## src/rtl/sd_adc_decimator.sv

```systemverilog
// sd_adc_decimator
//   Receive side of a first-order sigma-delta link. Samples an external
//   comparator, drives the RC feedback pin and decimates the 1-bit density
//   into signed two's-complement samples (midscale = 0, density 1 saturates
//   to the most positive code). Samples leave through a valid/ready handshake.
//
//   Build option: define SD_ADC_SINC2_EN to replace the sinc1 ones counter
//   with a second-order CIC (two integrators + two-stage comb). The first
//   sample then appears two edges after the second window end.
//
// Parameters
//   BITS        output sample width (>= DECIM_LOG2, >= 2*DECIM_LOG2 for sinc2)
//   DECIM_LOG2  log2 of decimation ratio R
//   INV         XORed onto fb_out only
//
// Ports
//   clk           single clock
//   reset         synchronous, active-high; clears all state
//   comp_in       asynchronous comparator output
//   fb_out        feedback to the RC network (synchronized bit ^ INV)
//   sample        signed result, stable while sample_valid is high
//   sample_valid  sample holds unconsumed data
//   sample_ready  consumer accepts on an edge where valid & ready
//   overrun       sticky: an unconsumed sample was overwritten
module sd_adc_decimator #(
   parameter int   BITS       = 16,
   parameter int   DECIM_LOG2 = 8,
   parameter logic INV        = 1'b1
) (
   input  logic            clk,
   input  logic            reset,
   input  logic            comp_in,
   output logic            fb_out,
   output logic [BITS-1:0] sample,
   output logic            sample_valid,
   input  logic            sample_ready,
   output logic            overrun
);

   logic                  s1;
   logic                  bit_q;
   logic [DECIM_LOG2-1:0] cnt;
   logic                  win_end;

   // ---- stage p0: comparator synchronizer and window counter ----
   always_ff @(posedge clk) begin
      if (reset) begin
         s1    <= 1'b0;
         bit_q <= 1'b0;
         cnt   <= '0;
      end else begin
         s1    <= comp_in;
         bit_q <= s1;
         cnt   <= cnt + 1'b1;
      end
   end

   assign fb_out  = bit_q ^ INV;
   assign win_end = &cnt;

`ifdef SD_ADC_SINC2_EN
   localparam int CW = 2*DECIM_LOG2 + 1;
   localparam int SH = BITS - 2*DECIM_LOG2;

   logic [CW-1:0] integ1, integ2, integ1_nxt, integ2_nxt;
   logic [CW-1:0] z1, z2, d1;
   logic [CW-1:0] c2_p1;
   logic          vld_p1;
   logic          primed;

   // Comb taps the integrator values that already include the current bit,
   // so each window covers exactly R bits, like the sinc1 path.
   assign integ1_nxt = integ1 + CW'(bit_q);
   assign integ2_nxt = integ2 + integ1_nxt;
   assign d1         = integ2_nxt - z1;

   // ---- stage p1: integrators every cycle, comb at window end ----
   always_ff @(posedge clk) begin
      if (reset) begin
         integ1 <= '0;
         integ2 <= '0;
         z1     <= '0;
         z2     <= '0;
         c2_p1  <= '0;
         vld_p1 <= 1'b0;
         primed <= 1'b0;
      end else begin
         integ1 <= integ1_nxt;
         integ2 <= integ2_nxt;
         vld_p1 <= 1'b0;
         if (win_end) begin
            z1     <= integ2_nxt;
            z2     <= d1;
            c2_p1  <= d1 - z2;
            // The first window lacks comb history, so it never emits.
            vld_p1 <= primed;
            primed <= 1'b1;
         end
      end
   end

   logic          load;
   logic [CW-1:0] c_sel;
   assign load  = vld_p1;
   assign c_sel = c2_p1;
`else
   localparam int CW = DECIM_LOG2 + 1;
   localparam int SH = BITS - DECIM_LOG2;

   logic [CW-1:0] ones;
   logic [CW-1:0] c_win;

   // The window-end bit is folded in combinationally so the window counts R bits.
   assign c_win = ones + CW'(bit_q);

   // ---- stage p1: ones counter, reloads at window end ----
   always_ff @(posedge clk) begin
      if (reset)        ones <= '0;
      else if (win_end) ones <= '0;
      else              ones <= c_win;
   end

   logic          load;
   logic [CW-1:0] c_sel;
   assign load  = win_end;
   assign c_sel = c_win;
`endif

   // Maps count c (0..full) onto c*2^SH - 2^(BITS-1); full scale saturates.
   function automatic logic signed [BITS-1:0] scale_sat(input logic [CW-1:0] c);
      logic [BITS-1:0] ext;
      if (c == {1'b1, {(CW-1){1'b0}}})
         return {1'b0, {(BITS-1){1'b1}}};
      ext = BITS'(c) << SH;
      // Subtracting 2^(BITS-1) modulo 2^BITS is an MSB flip.
      return {~ext[BITS-1], ext[BITS-2:0]};
   endfunction

   logic signed [BITS-1:0] result;
   assign result = scale_sat(c_sel);

   // ---- stage p2: output register and handshake ----
   always_ff @(posedge clk) begin
      if (reset) begin
         sample       <= '0;
         sample_valid <= 1'b0;
         overrun      <= 1'b0;
      end else if (load) begin
         sample       <= result;
         sample_valid <= 1'b1;
         if (sample_valid && !sample_ready)
            overrun <= 1'b1;
      end else if (sample_ready) begin
         sample_valid <= 1'b0;
      end
   end

endmodule

```

## config.mk

```make
export PLATFORM = sky130hd
export DESIGN_NAME = sd_adc_decimator
export DESIGN_NICKNAME = d
export VERILOG_FILES = /design/src/rtl/sd_adc_decimator.sv
export SDC_FILE = /design/constraint.sdc
export NUM_CORES = 1
export LEC_CHECK = 0
export BUFFER_PORTS_ARGS = -buffer_cell sky130_fd_sc_hd__buf_2
export CAP_MARGIN = 0
export CORE_MARGIN = 3
export CORE_UTILIZATION = 58
export DETAILED_ROUTE_END_ITERATION = 8
export PLACE_DENSITY = 0.82
export SLEW_MARGIN = 20
export SYNTH_ARGS = -nofsm -noshare
export SYNTH_HDL_FRONTEND = slang
export SYNTH_SLANG_ARGS = --single-unit
```

## constraint.sdc

```tcl
create_clock -name clk -period 3.6 [get_ports clk]
set_clock_uncertainty 0.15 [all_clocks]
set_input_delay 0.72 -clock clk [delete_from_list [all_inputs] [get_ports clk]]
set_output_delay 0.72 -clock clk [all_outputs]
set_load 0.02 [all_outputs]
```

==> impl_metrics.env <==
export IMPL_grt_ovfl_total=0
export IMPL_grt_pass1_vias=988
export IMPL_wl_met1_um=1010
export IMPL_fp_dieW_um=53.7
export IMPL_cp_start_kind="register"
export IMPL_detail_route_wl_per_cell_um=13.3
export IMPL_cts_setup_buffers=0
export IMPL_drc=0
export IMPL_postCtsHoldBufs=0
export IMPL_floorplan_rows=16
export IMPL_grt_max_degree=24
export IMPL_firstDrtPassIters=4
export IMPL_synth_cell_types=32
export IMPL_ys_flop_type="dfxtp_1"
export IMPL_multi_input_area_um2=626
export IMPL_wl_met2_um=1250
export IMPL_nFillCells=169
export IMPL_postRouteAntennaNets=0
export IMPL_drt_iter0_markers=26
export IMPL_ys_top_cells_by_area="dfxtp_1 46%, nor2_1 6.8%, buf_4 4.0%"
export IMPL_clk_pin_slew_ps=80
export IMPL_synth_edff_count=0
export IMPL_avgViaCountPerCell=5.64
export IMPL_top_layer="met4"
export IMPL_initial_core_util_pct=64.0
export IMPL_synth_seq_cells=30
export IMPL_cts_repair_resized=0
export IMPL_yosysWarnings=0
export IMPL_synth_largest_area_cell="dfxtp_1"
export IMPL_syn_num_nets=152
export IMPL_synth_cell_area_um2=1320
export IMPL_status="finished clean"
export IMPL_critPathArrivalTime_ps=2330
export IMPL_setup_viol=0
export IMPL_port_buffers=22
export IMPL_p_total_w=0.000539
export IMPL_yosys_top_cells_count="30 x dfxtp_1, 24 x nor2_1, 7 x buf_4"
export IMPL_grt_usage_pct=21.2
export IMPL_diodes=0
export IMPL_rsz0062_at_grt="no"
export IMPL_worstPathRequired_ps=3690
export IMPL_worstPathCellList="ha_1, ha_1, nand2_1, o21a_1, nor4b_4, nand3_2, a311oi_1"
export IMPL_holdWs_ps=301
export IMPL_htree_levels=2
export IMPL_worstMarginPinSlew_ps=976
export IMPL_fin_ws_ps=1360
export IMPL_drive_above_1_share_pct=21.1
export IMPL_peakVddDrop_v=0.000300
export IMPL_cp_slowest_cell="dfxtp_1"
export IMPL_placedCellCount=181
export IMPL_num_vias=1061
export IMPL_max_stage_delay_ps=340
export IMPL_fin_crit_sh_pct=62.2
export IMPL_cp_max_fo=7
export IMPL_clock_sink_count=30
export IMPL_place_worst_setup_slack_ps=1380
export IMPL_root_buffer="clkbuf_4"
export IMPL_max_cap_violations=0
export IMPL_async_flop_share_pct=0
export IMPL_slew_viol_final=0
export IMPL_hpwlAfterDp_um=1740
export IMPL_fin_setup_tns_ps=0
export IMPL_avgSynthCellArea_um2=9.09
export IMPL_power_density_nw_per_um2=377
export IMPL_leakagePower_nw=0.607
export IMPL_grt_antenna_before_repair=0
export IMPL_yosysMostFrequentCell="dfxtp_1"
export IMPL_syn_inst=145
export IMPL_path_class="register to register"
export IMPL_grt_pass1_wl_um=4240
export IMPL_max_freq_mhz=446
export IMPL_cpMostUsedCell="ha_1"
export IMPL_ys_seq_area_share_pct=45.5
export IMPL_die_h_um=53.7
export IMPL_min_delay_path_class="register to register"
export IMPL_hold_viol=0
export IMPL_yosysTopAreaCellShare_pct=45.5
export IMPL_maxSlewHeadroom_pct=34.7
export IMPL_worstSkewPairLatency_ps=330
export IMPL_regArea_um2=601
export IMPL_crit_path_end_kind="register"
export IMPL_cts_tree="done"
export IMPL_fp_coreArea_um2=2060
export IMPL_wl_um=2490
export IMPL_numCtsBuffers=5
export IMPL_max_clock_path_buffers=2
export IMPL_gp_congestion=0.841
export IMPL_io_pins=23
export IMPL_dieArea_um2=2880
export IMPL_area_delta_synth_final_pct=8.44
export IMPL_fin_crit_ps=2240
export IMPL_fin_nets=168
export IMPL_final_instance_count_excl_fill=188
export IMPL_route_met3_wl_um=163
-- cell type report --
class	instances	area share, %
multi-input cells	98	43.7
flip-flops and latches	30	42.0
repair buffers	22	7.70
clock buffers	7	3.15
well taps	27	2.36
inverters	4	1.05
-- metrics by stage --
step / utilization, % / cell area (µm²)
after floorplan: - / 1320
after global placement: 67.2 / 1390
after detailed placement: 67.2 / 1390
after CTS: 69.4 / 1430
after global routing: 69.4 / 1430
final: 69.4 / 1430
-- cells by family after synthesis --
kind of cell               synth area share (%)
and+or+nand+nor                            22.7
DFF                                        45.5
AOI/OAI and AO/OA                          13.8
buffers and inverters                      7.02
xor gates and xnor gates                   7.31
adders and majority gates                  2.85
muxes                                     0.854
-- critical path: cells and delay by family, from the launching register on --
kind | cells | cell delay, ps
simple gates | 3 | 660
compound gates | 2 | 530
fa+ha+maj | 2 | 480
flops | 1 | 340
-- metal layers --
metal,global-route usage (%),up-vias
li1,-,526
met1,21.4,486
met2,36.9,43
met3,9.14,6
met4,10.2,0
met5,0,-
-- cells in the final DEF, fill, tap and decap left out, types with 4 or more instances in the layout --
master	count
nor2_1	24
inv_1	4
nand3_1	6
clkbuf_4	5
xnor2_1	5
xor2_1	6
buf_2	22
nand4_1	4
a31oi_1	6
dfxtp_1	30
a21oi_1	5
o21bai_1	5
nand2_1	5
-- report_power, final --
part	internal [W]	leakage [nW]	switching, W
Sequential	0.000336	0.243	0.00000307
Clock	0.0000734	0.0254	0.000103
Combinational	0.0000102	0.339	0.0000127
Total	0.000420	0.607	0.000119
-- final timing paths --
| kind | depth (start not counted) | slack [ps] | startpoint | endpoint |
|---|---|---|---|---|
| setup / recovery | 7 | 1360 | bit_q | sample[8] |
| hold / removal | 1 | 300 | cnt[0] | cnt[0] |
| setup reg to reg | 7 | 1360 | bit_q | sample[8] |
| hold reg to reg | 1 | 300 | cnt[0] | cnt[0] |
-- state kept, by name, summed over array words and instances (netlist names) --
| signal | count |
|---|---|
| ones | 9 |
| sample | 9 |
| cnt | 8 |
| bit_q | 1 |
| overrun | 1 |
| s1 | 1 |
| sample_valid | 1 |
Power figures use the tool's default switching activity.
